===== config.mk =====
export PLATFORM = sky130hd
export DESIGN_NAME = snn_step_scheduler
export DESIGN_NICKNAME = d
export VERILOG_FILES = /design/src/rtl/snn_step_scheduler_pkg.sv /design/src/rtl/snn_step_scheduler_flag_sync.sv /design/src/rtl/snn_step_scheduler.sv
export SDC_FILE = /design/constraint.sdc
export NUM_CORES = 1
export LEC_CHECK = 0
export CAP_MARGIN = 20
export CORE_ASPECT_RATIO = 0.9
export CORE_MARGIN = 5
export CORE_UTILIZATION = 48
export CTS_CLUSTER_DIAMETER = 150
export DETAILED_ROUTE_END_ITERATION = 8
export PLACE_DENSITY = 0.83
export SLEW_MARGIN = 20
export SYNTH_ARGS = -nofsm -noshare
export SYNTH_HDL_FRONTEND = slang
export SYNTH_SLANG_ARGS = --single-unit

===== constraint.sdc =====
create_clock -name clk -period 1.9 [get_ports clk]
set_clock_uncertainty 0.2 [all_clocks]
set_input_delay 0.19 -clock clk [delete_from_list [all_inputs] [get_ports clk]]
set_output_delay 0.19 -clock clk [all_outputs]
set_load 0.01 [all_outputs]

===== src/rtl/snn_step_scheduler_pkg.sv =====
// Shared definitions for the timestep scheduler and the neuron update datapath.
package snn_step_scheduler_pkg;

    typedef enum logic [2:0] {
        ST_IDLE = 3'd0,
        ST_LOAD = 3'd1,
        ST_HID  = 3'd2,
        ST_OUT  = 3'd3,
        ST_DONE = 3'd4
    } state_t;

    localparam int N_HIDDEN_DEF = 8;
    localparam int N_OUT_DEF    = 2;
    localparam int IDX_W        = 3;

    localparam logic LAYER_HID = 1'b0;
    localparam logic LAYER_OUT = 1'b1;

endpackage


===== src/rtl/snn_step_scheduler_flag_sync.sv =====
// Multi-flop synchroniser for an SPI-domain level flag, with change detect
// against the previous synchronised value.
module snn_step_scheduler_flag_sync #(
    parameter int STAGES = 2
) (
    input  logic clk,
    input  logic reset,
    input  logic d,
    output logic q,
    output logic changed
);

    logic [STAGES-1:0] chain;
    logic              prev;

    always_ff @(posedge clk or posedge reset) begin
        if (reset) begin
            chain <= '0;
            prev  <= 1'b0;
        end else begin
            chain <= {chain[STAGES-2:0], d};
            prev  <= chain[STAGES-1];
        end
    end

    assign q       = chain[STAGES-1];
    assign changed = q ^ prev;

endmodule


===== src/rtl/snn_step_scheduler.sv =====
// Runs one network timestep per SPI spike frame: latch the spike byte, then
// sweep the hidden layer and the output layer one neuron per cycle.
module snn_step_scheduler
    import snn_step_scheduler_pkg::*;
#(
    parameter int N_HIDDEN    = N_HIDDEN_DEF,
    parameter int N_OUT       = N_OUT_DEF,
    parameter int SYNC_STAGES = 2,
    parameter int CNT_W       = 8
) (
    input  logic             clk,
    input  logic             reset,
    input  logic             clk_div_ready_in,
    input  logic             input_spike_ready_in,
    input  logic [7:0]       input_spikes_in,
    output logic [7:0]       spikes_latched,
    output logic             neuron_en,
    output logic             layer_sel,
    output logic [2:0]       neuron_idx,
    output logic             busy,
    output logic             step_done,
    output logic             overrun,
    output logic [CNT_W-1:0] step_count
);

    logic div_ready;
    logic spike_flag;
    logic ev;
    logic ev_gated;

    snn_step_scheduler_flag_sync #(.STAGES(SYNC_STAGES)) u_div_sync (
        .clk     (clk),
        .reset   (reset),
        .d       (clk_div_ready_in),
        .q       (div_ready),
        .changed ()
    );

    snn_step_scheduler_flag_sync #(.STAGES(SYNC_STAGES)) u_spike_sync (
        .clk     (clk),
        .reset   (reset),
        .d       (input_spike_ready_in),
        .q       (spike_flag),
        .changed (ev)
    );

    // Frames seen before the clock divider is configured are discarded outright.
    assign ev_gated = ev & div_ready;

    state_t           state_q, state_d;
    logic [IDX_W-1:0] idx_q, idx_d;
    logic             pending_q, pending_d;
    logic             overrun_d;
    logic             sweep_d;

    always_comb begin
        state_d   = state_q;
        idx_d     = idx_q;
        pending_d = pending_q;
        overrun_d = overrun;
        case (state_q)
            ST_IDLE: begin
                if (ev_gated || (pending_q && div_ready)) begin
                    state_d   = ST_LOAD;
                    // A fresh frame coinciding with a pended launch becomes the new pending one.
                    pending_d = pending_q && ev_gated;
                end
            end
            ST_LOAD: begin
                state_d = ST_HID;
                idx_d   = '0;
            end
            ST_HID: begin
                if (idx_q == IDX_W'(N_HIDDEN - 1)) begin
                    state_d = ST_OUT;
                    idx_d   = '0;
                end else begin
                    idx_d = idx_q + 1'b1;
                end
            end
            ST_OUT: begin
                if (idx_q == IDX_W'(N_OUT - 1)) begin
                    state_d = ST_DONE;
                    idx_d   = '0;
                end else begin
                    idx_d = idx_q + 1'b1;
                end
            end
            ST_DONE: begin
                state_d = ST_IDLE;
            end
            default: begin
                state_d = ST_IDLE;
                idx_d   = '0;
            end
        endcase

        if (state_q != ST_IDLE && ev_gated) begin
            if (!pending_q) begin
                pending_d = 1'b1;
            end else begin
                overrun_d = 1'b1;
            end
        end

        sweep_d = (state_d == ST_HID) || (state_d == ST_OUT);
    end

    always_ff @(posedge clk or posedge reset) begin
        if (reset) begin
            state_q        <= ST_IDLE;
            idx_q          <= '0;
            pending_q      <= 1'b0;
            overrun        <= 1'b0;
            spikes_latched <= '0;
            neuron_en      <= 1'b0;
            layer_sel      <= LAYER_HID;
            neuron_idx     <= '0;
            busy           <= 1'b0;
            step_done      <= 1'b0;
            step_count     <= '0;
        end else begin
            state_q    <= state_d;
            idx_q      <= idx_d;
            pending_q  <= pending_d;
            overrun    <= overrun_d;
            neuron_en  <= sweep_d;
            layer_sel  <= (state_d == ST_OUT) ? LAYER_OUT : LAYER_HID;
            neuron_idx <= sweep_d ? idx_d : '0;
            busy       <= (state_d != ST_IDLE);
            step_done  <= (state_d == ST_DONE);
            if (state_q == ST_LOAD) begin
                spikes_latched <= input_spikes_in;
            end
            if (state_d == ST_DONE) begin
                step_count <= step_count + CNT_W'(1);
            end
        end
    end

endmodule


Yosys cells after proc, flatten, opt, wreduce, memory -nomap -nowiden
Index checks and enable logic that the tools add are counted.
{ "totals": {"ff_bits": 36, "latch_bits": 0, "ram_bits": 0, "romBits": 0, "in_bits": 12, "out_inout_bits": 24, "elab_cells": 50, "mem_count": 0} }
{ "classes": {"add_sub_neg": 2, "mul": 0, "div": 0, "order_cmp": 0, "eq_ne": 9, "shift": 0, "muxes": 13, "bitwise": 2, "reduce_logical": 10} }
{ "op_table": {"columns": ["cell", "n"], "rows": [
  ["two-way mux 3 bit", 6],
  ["== test 3 x 2 -> 1 bit, second input constant", 4],
  ["one-hot mux 3 bit (4 select lines)", 1],
  ["== test 3 bit, second input constant", 3],
  ["one-hot mux 3 bit (3 select lines)", 1],
  ["adder 8 x 1 -> 8 bit, second input constant", 1],
  ["== test 3 x 1 -> 1 bit, second input constant", 2],
  ["nonzero test 3 bit", 2],
  ["two-way mux 1 bit", 5],
  ["adder 3 x 1 -> 3 bit, second input constant", 1],
  ["logical AND 1 bit", 3],
  ["zero test 3 bit", 1],
  ["logical OR 1 bit", 2],
  ["AND reduction 2 bit", 1],
  ["OR reduction 2 bit", 1],
  ["bitwise AND 1 bit", 1],
  ["XOR 1 bit", 1]
]} }

Longest topological paths before layout
Gate-level depths: netlist (run 1).
{ "logic_depth": {"word_depth": 8, "depth_mapped": 6, "mapped_depth_nobuf": 5} }

By module
From an unflattened synthesis (run 1), not the netlist that was laid out.
{ "hier_totals": {"hier_cells": 112, "area_unflattened_um2": 1496.4} }
{ "by_module_without_submodules": {"columns": ["module", "instances", "cells_per_inst", "area_each_um2", "seq_area_each_um2"], "rows": [
  ["snn_step_scheduler", 1, 102, 1321.3, 775.7],
  ["snn_step_scheduler_flag_sync", 2, 5, 87.6, 75.1]
]} }

Least setup slack after synthesis (run 1)
OpenSTA, ideal clock, no wires.
{ "synth_path": {"path_type": "register to register", "from": "register idx_q[0]", "to": "register step_count[6]", "setup_ps": 126, "arrival_ps": 1236, "required_time_ps": 1574, "slack_ps": 337, "path_stages_with_launch": 6, "n_path_buf": 1, "period_less_slack_ps": 1563, "cell_sequence": "dfrtp_1 ha_1 and3b_1 buf_2 and4_1 xor2_1"} }
{ "synth_via": {"elab_chain_cells": 4, "elab_cells_between_ends": 6, "classes_between": "3 x eq/ne; 3 x mux"} }
{ "synth_lines": {"columns": ["element", "line_no", "text"], "rows": [
  ["from (decl)", "snn_step_scheduler.sv:51", "logic [IDX_W-1:0] idx_q, idx_d;"],
  ["from (signal assigned)", "snn_step_scheduler.sv:124", "idx_q <= idx_d;"],
  ["== test 3 x 1 -> 1 bit or == test 3 bit (tied branches)", "snn_step_scheduler.sv:82, snn_step_scheduler.sv:74", null],
  ["two-way mux 3 bit, on equally long branches", "snn_step_scheduler.sv:82, snn_step_scheduler.sv:74", null],
  ["one-hot mux 3 bit (4 select lines) (*)", "snn_step_scheduler.sv:61", "case (state_q)"],
  ["== test 3 bit (*)", "snn_step_scheduler.sv:135", "if (state_d == ST_DONE) begin"],
  ["to (signal assigned)", "snn_step_scheduler.sv:136", "step_count <= step_count + CNT_W'(1);"],
  ["to (decl)", "snn_step_scheduler.sv:23", "output logic [CNT_W-1:0] step_count"]
]} }
Mark *: on every way between the ends. The rest lies on a longest branch, timed or not.
A chain may end at the register's enable or synchronous reset.

Worst setup path after layout (run 1)
{ "layout_path": {"from": "register step_count[3]", "to": "output port step_count[3]"} }
No word-level cell between the ends.

==> flow_metrics.tcl, run 1 <==
set metrics [dict create \
    drt-total-wl_microns 2732 \
    yosysSeqAreaShare_pct 60.86 \
    final_common_cell "dfrtp_1" \
    rsz0062_at_grt "no" \
    yosysUniqueCellTypes 32 \
    core_area_sq_um 3019 \
    nNetsFinal 167 \
    cts_buffer_depth 2 \
    p_leak_nw 0.8799 \
    grt_max_degree 37 \
    ys_top_cells_by_area "dfrtp_1 61%, mux2_2 6.8%, ha_1 3.4%, xor2_1 3.0%, xnor2_1 1.8%" \
    clkSlewWorstSetupHoldPaths_ns 0.11 \
    cts_made_buffers 5 \
    hpwl_microns 2010 \
    multiInputGateArea_sq_um 540.5 \
    io_pins 36 \
    hold_viol 0 \
    placementRows 19 \
    end_kind "primary output" \
    n_fill_cell 252 \
    cp.required_ns 1.51 \
    synth_top_area_share_pct 60.86 \
    p_per_area_nw_per_um2 1495 \
    via_per_inst 5.062 \
    most-common-layout-cells "36 x dfrtp_1, 35 x clkdlybuf4s50_1, 9 x mux2_2, 6 x nor2_1" \
    avgSynthCellArea_sq_um 13.22 \
    die_w_microns 68.54 \
    cts_resized 0 \
    critPathMaxStageDelay_ns 0.57 \
    io_buffers 35 \
    critical_path_arrival_ns 1.35 \
    dpl.cell_count 186 \
    grtUsageTotal_pct 14.93 \
    clkLatencyLatePin_ns 0.35 \
    slew_viol_final 0 \
    drc 0 \
    path_cells "clkdlybuf4s50_1" \
    status "finished clean" \
    numClockSinks 36 \
    yosys_warnings 0 \
    peakVddDrop_mv 0.7735 \
    syn_inst 112 \
    cts_hold_buf 0 \
    dieArea_sq_um 4296 \
    max_slew.worst_pin.slew_ns 0.4425 \
    synth.largest_area_cell "dfrtp_1" \
    via_count 982 \
    drt_first_pass_iters 4 \
    die_height_microns 62.68 \
    crit_path_start "step_count[3]$_DFFE_PP0P_" \
    ff2ff_setup_slack_ns 0.19 \
    setup_viol 0 \
    min_period_over_period_pct 91.50 \
    htreeDepth 2 \
    gr-total-overflow 0 \
    max_cap_violations 0 \
    relSlewSlack_pct 70.50 \
    wl_per_cell_microns 14.08 \
    grt_pass1_vias 962 \
    grt_pass1_wl_microns 4692 \
    first_iter_violations 21 \
    crit_family "buffers and inverters" \
    postCtsSetupRepairBufs 0 \
    synth_area_sq_um 1480 \
    tns_ns 0 \
    r2r-start "idx_q[1]$_DFF_PP0_" \
    antenna_found_initial 0 \
    crit_type "reg -> out" \
    ant_nets 0 \
    fmax_ghz 0.5752 \
    cts_root_buf "clkbuf_4" \
    worstPathBufferInverterCount 1 \
    synth_fp_nets 128 \
    antennaDiodeCount 0 \
    fin_cells 194 \
    syn2layout_area_growth_pct 32.29 \
    start_util_pct 49.03 \
    drive_above_1_share_pct 16.45 \
    synth_seq_cells 36 \
    crit_path_top_delay_cell "clkdlybuf4s50_1" \
    cts_tree "yes" \
    gp_congestion 0.8030 \
    critPathLaunchType "register" \
    fin_crit_ns 1.739 \
    critPathMaxFanout 5 \
    regArea_sq_um 900.9 \
    min_path_type "in -> async" \
]
[sequential cells by signal, summed over array words and instances (netlist names), 2 cells and up]
| name | cells |
|---|---|
| idx_q | 3 |
| u_div_sync.chain | 2 |
| u_spike_sync.chain | 2 |
| neuron_idx | 3 |
| spikes_latched | 8 |
| step_count | 8 |
| state_q | 3 |
[layout make-up]
class	instances	area share (%)
Timing Repair Buffer	36	18.27
Sequential cell	36	46.01
Multi-Input combinational cell	69	27.60
Tap cell	42	2.684
Clock buffer	7	3.323
Inverter	3	0.5751
Clock inverter	1	1.534
[cell usage after synthesis]
master,n
mux2_2,9
nor4_2,2
nand3_1,2
and4_1,2
and3_1,2
buf_4,3
nand2b_1,1
inv_1,3
and2b_2,1
and4b_2,1
and2b_1,3
ha_1,4
a21boi_0,1
and3b_1,1
nor3_1,5
buf_2,1
nand2_1,2
xor2_1,5
nor2_1,6
a21o_1,2
nor2_2,1
nor3b_4,1
nand2b_2,1
or3_1,1
dfrtp_1,36
xnor2_1,3
a211oi_1,1
nand4_1,1
a21oi_1,5
o21ai_0,3
a41o_1,1
nand3b_1,2
[power by group]
part	total, mW	leakage, nW	internal [mW]	switching (mW)
Sequential	1.23	0.439	1.02	0.212
Combinational	1.10	0.389	0.642	0.458
Clock	0.600	0.0515	0.349	0.250
Total	2.93	0.880	2.01	0.920
[metrics by stage]
step	setup WS [ns]	power [mW]	util, %	hold WS (ns)	area, sq um
after global routing	0.09131	3.137	64.86	0.04787	1958
after floorplan	0.3374	1.861	-	0.02143	1480
final	0.1615	2.928	64.86	0.02711	1958
after global placement	0.2529	2.305	61.71	0.1353	1863
after CTS	0.1526	2.955	64.86	0.02928	1958
after detailed placement	0.2116	2.354	61.71	0.1451	1863
[cells by family after synthesis]
logic type,after synthesis,synth area share (%)
buf+inv,7,2.620
simple gates,35,16.15
mux,9,6.847
compound gates,13,5.410
fa+ha+maj,4,3.381
xor+xnor,8,4.734
flops,36,60.86
[per-layer routing]
layer,routed length (microns),global-route usage (%),vias to the layer above
met5,0,0,-
met4,56,6.700,0
met3,145,5.576,6
met2,1379,22.88,18
met1,1151,18.34,489
li1,-,-,469
[worst paths after layout]
path                                                        end  cells after the start
min in group clk                  u_div_sync.chain[0]$_DFF_PP0_                      1
worst min-delay path              spikes_latched[2]$_DFFE_PP0P_                      3
worst max-delay path                              step_count[3]                      1
worst min register to register  u_spike_sync.chain[1]$_DFF_PP0_                      0
max in group asynchronous             step_count[4]$_DFFE_PP0P_                      3
worst max register to register        step_count[1]$_DFFE_PP0P_                      5
(Power assumes the default switching activity.)
==> run 2: changes to the inputs <==
--- a/config.mk
+++ b/config.mk
@@ -6,12 +6,12 @@
 export NUM_CORES = 1
 export LEC_CHECK = 0
 export CAP_MARGIN = 20
-export CORE_ASPECT_RATIO = 0.9
+export CORE_ASPECT_RATIO = 0.6
 export CORE_MARGIN = 5
-export CORE_UTILIZATION = 48
+export CORE_UTILIZATION = 40
 export CTS_CLUSTER_DIAMETER = 150
 export DETAILED_ROUTE_END_ITERATION = 8
-export PLACE_DENSITY = 0.83
+export PLACE_DENSITY = 0.72
 export SLEW_MARGIN = 20
 export SYNTH_ARGS = -nofsm -noshare
 export SYNTH_HDL_FRONTEND = slang
==> run 2 against run 1 <==
Net effect:
- die area grew 18%
- design area grew 0.58%
- routed wire length shrank 3.6%
- count of clock-buffer cells in the layout shrank 1
- utilization shrank 10 points
- fmax grew 2.8%
- register-to-register slack gained 0.02 ns
- power shrank 1.2%
- sequential cell count is the same
- highest routed layer unchanged
==> flow_metrics.tcl, run 2 (same netlist as run 1, synthesis figures left out) <==
set metrics [dict create \
    critPathMaxStageDelay_ns 0.53 \
    wl_per_cell_microns 13.18 \
    drt_first_pass_iters 4 \
    tns_ns 0 \
    most-common-layout-cells "36 x dfrtp_1, 35 x clkdlybuf4s50_1, 9 x mux2_2, 6 x nor2_1, 6 x clkbuf_8" \
    multiInputGateArea_sq_um 540.5 \
    cp.required_ns 1.87 \
    drc 0 \
    die_height_microns 57.12 \
    cts_hold_buf 0 \
    p_per_area_nw_per_um2 1469 \
    numClockSinks 36 \
    fmax_ghz 0.5916 \
    min_path_type "in -> async" \
    dpl_cell_area_sq_um 1877 \
    grtUsageTotal_pct 11.86 \
    cts_made_buffers 5 \
    fin_crit_ns 1.690 \
    peakVddDrop_mv 0.6709 \
    fin_hold_ws_ns 0.1182 \
    gp_congestion 0.7614 \
    cts_tree "yes" \
    cts_root_buf "clkbuf_8" \
    gr-total-overflow 0 \
    crit_family "flip-flops" \
    start_util_pct 40.93 \
    htreeDepth 2 \
    regArea_sq_um 900.9 \
    die_w_microns 88.53 \
    syn2layout_area_growth_pct 33.05 \
    min_period_over_period_pct 88.97 \
    via_per_inst 4.845 \
    drt-total-wl_microns 2635 \
    path_cells "nor3b_4 -> mux2_2" \
    end_kind "register" \
    antenna_found_initial 0 \
    rsz0062_at_grt "no" \
    critPathMaxFanout 13 \
    relSlewSlack_pct 70.87 \
    hpwl_microns 1951 \
    postCtsSetupRepairBufs 0 \
    nNetsFinal 168 \
    worstPathBufferInverterCount 0 \
    max_slew.worst_pin.slew_ns 0.4365 \
    n_fill_cell 327 \
    crit_type "reg -> reg" \
    setup_slack_ns 0.2096 \
    cts_buffer_depth 2 \
    grt_max_degree 37 \
    reg_top3 "spikes_latched x8, step_count x8" \
    io_pins 36 \
    clkLatencyLatePin_ns 0.28 \
    clkSlewWorstSetupHoldPaths_ns 0.07 \
    slew_viol_final 0 \
    status "finished clean" \
    first_iter_violations 13 \
    core_area_sq_um 3616 \
    placementRows 17 \
    hold_viol 0 \
    via_count 969 \
    dp_worst_setup_slack_ns 0.2075 \
    critical_path_arrival_ns 1.66 \
    p_leak_nw 0.8843 \
    io_buffers 35 \
    dieArea_sq_um 5057 \
    cts_resized 0 \
    ant_nets 0 \
    setup_viol 0 \
    p_total_mw 2.893 \
    max_cap_violations 0 \
    drive_above_1_share_pct 16.99 \
    crit_path_top_delay_cell "dfrtp_1" \
    final_common_cell "dfrtp_1" \
    critPathLaunchType "register" \
    grt_pass1_vias 978 \
    final_cell_area_sq_um 1969 \
    antennaDiodeCount 0 \
    grt_pass1_wl_microns 4471 \
]
-- run 2: power by group --
| part | switching, mW | internal, mW | total (mW) |
|---|---|---|---|
| clock network | 0.261 | 0.289 | 0.550 |
| registers | 0.208 | 1.02 | 1.23 |
| logic | 0.462 | 0.654 | 1.12 |
-- run 2: final timing paths --
kind	from	end	slack (ns)	depth (start not counted)
max	state_q[1]$_DFF_PP0_	spikes_latched[1]$_DFFE_PP0P_	0.21	2
max in group asynchronous	reset	neuron_idx[2]$_DFF_PP0_	1.07	3
min reg2reg	u_spike_sync.chain[0]$_DFF_PP0_	u_spike_sync.chain[1]$_DFF_PP0_	0.15	0
min in group clk	clk_div_ready_in	u_div_sync.chain[0]$_DFF_PP0_	0.14	1
min	reset	spikes_latched[4]$_DFFE_PP0P_	0.12	3
max reg2reg	state_q[1]$_DFF_PP0_	spikes_latched[1]$_DFFE_PP0P_	0.21	2
-- run 2: stage by stage --
stage / cells / utilization (%)
5_1_grt: 200 / 54.46
2_1_floorplan: 112 / -
3_3_place_gp: 192 / 51.90
3_5_place_dp: 192 / 51.90
4_1_cts: 200 / 54.46
6_report: 200 / 54.46
-- run 2: cell type report --
| cell class | instances | share of cell area (%) |
|---|---|---|
| repair buffers | 37 | 18.55 |
| inverters | 3 | 0.5718 |
| flip-flops and latches | 36 | 45.74 |
| well taps | 47 | 2.986 |
| clock buffers | 6 | 4.193 |
| multi-input cells | 69 | 27.45 |
| clock inverters | 2 | 0.5083 |
-- run 2: layer usage --
layer	wire, microns	global-route usage, %	vias to the layer above
li1	-	-	473
met1	1254	16.04	457
met2	1086	15.76	32
met3	235	5.339	7
met4	59	6.466	0
met5	0	0	-
-- run 2: worst min-delay path, cell delays in order --
cell	delay, ns
clkdlybuf4s50_1	0.40
inv_1	0.06
buf_4	0.38
==> run 3: changes to the inputs <==
--- a/config.mk
+++ b/config.mk
@@ -11,8 +11,10 @@
 export CORE_UTILIZATION = 40
 export CTS_CLUSTER_DIAMETER = 150
 export DETAILED_ROUTE_END_ITERATION = 8
+export GPL_ROUTABILITY_DRIVEN = 0
 export PLACE_DENSITY = 0.72
-export SLEW_MARGIN = 20
+export RECOVER_POWER = 25
+export SLEW_MARGIN = 0
 export SYNTH_ARGS = -nofsm -noshare
 export SYNTH_HDL_FRONTEND = slang
 export SYNTH_SLANG_ARGS = --single-unit
==> run 3 against run 2 <==
Net effect:
- fmax increased by 0.13%
- non-clock buffer count unchanged
- hold slack improved by 0.035 ns
- die area unchanged
- clock power barely moved
- largest cell class unchanged
- final cell count unchanged
- count of clock-buffer cells in the layout is the same
- sequential cell count did not move
- largest power group unchanged
- via count grew 0.21%
==> flow_metrics.tcl, run 3 (same netlist as run 1, synthesis figures left out) <==
set metrics [dict create \
    first_iter_violations 12 \
    fmax_ghz 0.5923 \
    cts_resized 0 \
    reg_top3 "spikes_latched x8, step_count x8" \
    cts_root_buf "clkbuf_8" \
    wl_per_cell_microns 13.17 \
    io_buffers 35 \
    cts_made_buffers 5 \
    via_count 971 \
    end_kind "register" \
    antennaDiodeCount 0 \
    fin_cells 200 \
    die_w_microns 88.53 \
    critical_path_arrival_ns 1.66 \
    syn2layout_area_growth_pct 32.88 \
    critPathLaunchType "register" \
    cts_hold_buf 0 \
    max_cap_violations 0 \
    fin_hold_ws_ns 0.1528 \
    relSlewSlack_pct 44.46 \
    tns_ns 0 \
    grt_max_degree 37 \
    grt_pass1_wl_microns 4471 \
    min_path_type "reg -> reg" \
    setup_viol 0 \
    antenna_found_initial 0 \
    clkSlewWorstSetupHoldPaths_ns 0.07 \
    cp.required_ns 1.87 \
    hold_viol 0 \
    most-common-layout-cells "36 x dfrtp_1, 32 x clkdlybuf4s50_1, 9 x mux2_2, 6 x nor2_1, 6 x clkbuf_8" \
    postCtsSetupRepairBufs 0 \
    peakVddDrop_mv 0.6708 \
    clkLatencyLatePin_ns 0.28 \
    crit_type "reg -> reg" \
    p_per_area_nw_per_um2 1469 \
    start_util_pct 40.93 \
    htreeDepth 2 \
    final_common_cell "dfrtp_1" \
    p_leak_nw 0.8845 \
    slew_viol_final 0 \
    gr-total-overflow 0 \
    via_per_inst 4.855 \
    fin_crit_ns 1.688 \
    cts_buffer_depth 2 \
    critPathMaxFanout 13 \
    drt_first_pass_iters 4 \
    drc 0 \
    io_pins 36 \
    nNetsFinal 168 \
    cts_tree "yes" \
    grtUsageTotal_pct 11.86 \
    placementRows 17 \
    core_area_sq_um 3616 \
    grt_pass1_vias 978 \
    ff2ff_setup_slack_ns 0.21 \
    numClockSinks 36 \
    ant_nets 0 \
    drive_above_1_share_pct 16.99 \
    p_total_mw 2.890 \
    dieArea_sq_um 5057 \
    max_slew.worst_pin.slew_ns 0.8331 \
    min_period_over_period_pct 88.86 \
    status "finished clean" \
    dpl.cell_count 192 \
    rsz0062_at_grt "no" \
    die_height_microns 57.12 \
    hpwl_microns 1951 \
    drt-total-wl_microns 2633 \
]
==> run 3: cell count changes in the layout (fill, tap and decap cells not counted), sizes merged <==
cell | previous run | this run
dlygate4sd3 | 0 | 3
clkbuf | 6 | 7
buf | 2 | 1
clkdlybuf4s50 | 35 | 32
==> run 3: layout make-up <==
| class | instances | area [sq um] |
|---|---|---|
| clock buffers | 6 | 82.58 |
| repair buffers | 37 | 362.8 |
| multi-input cells | 69 | 540.5 |
| clock inverters | 2 | 10.01 |
| well taps | 47 | 58.81 |
| fillers | 327 | 1649 |
| inverters | 3 | 11.26 |
| flip-flops and latches | 36 | 900.9 |
==> run 3: report_power, final <==
part           internal (mW)  switching, mW  total (mW)
combinational          0.652          0.462        1.11
sequential              1.02          0.207        1.23
clock                  0.289          0.262       0.551
total                   1.96          0.930        2.89
==> run 3: path summary, 6_finish.rpt <==
kind / startpoint / end / cells past startpoint
setup reg to reg: state_q[1]$_DFF_PP0_ / spikes_latched[1]$_DFFE_PP0P_ / 2
max in group asynchronous: reset / neuron_idx[2]$_DFF_PP0_ / 3
min in group asynchronous: reset / spikes_latched[4]$_DFFE_PP0P_ / 3
hold / removal: u_spike_sync.chain[0]$_DFF_PP0_ / u_spike_sync.chain[1]$_DFF_PP0_ / 0
setup / recovery: state_q[1]$_DFF_PP0_ / spikes_latched[1]$_DFFE_PP0P_ / 2
hold reg to reg: u_spike_sync.chain[0]$_DFF_PP0_ / u_spike_sync.chain[1]$_DFF_PP0_ / 0
==> run 3: critical path, stage by stage (launching register included) <==
cell and delay (ns):
dfrtp_1 0.53, nor3b_4 0.46, mux2_2 0.39
==> run 3: stage by stage <==
stage | utilization, % | setup slack (ns) | cell area (sq um)
after floorplan | - | 0.3374 | 1480
after global placement | 51.90 | 0.2435 | 1877
after detailed placement | 51.90 | 0.2075 | 1877
after CTS | 54.46 | 0.2008 | 1969
after global routing | 54.39 | 0.1083 | 1967
final | 54.39 | 0.2117 | 1967
==> run 3: layer usage <==
metal | vias to the layer above | part of all wire (%) | track usage, %
li1 | 473 | - | -
met1 | 459 | 48 | 16.04
met2 | 32 | 41 | 15.76
met3 | 7 | 9.0 | 5.339
met4 | 0 | 2.2 | 6.466
met5 | - | 0 | 0
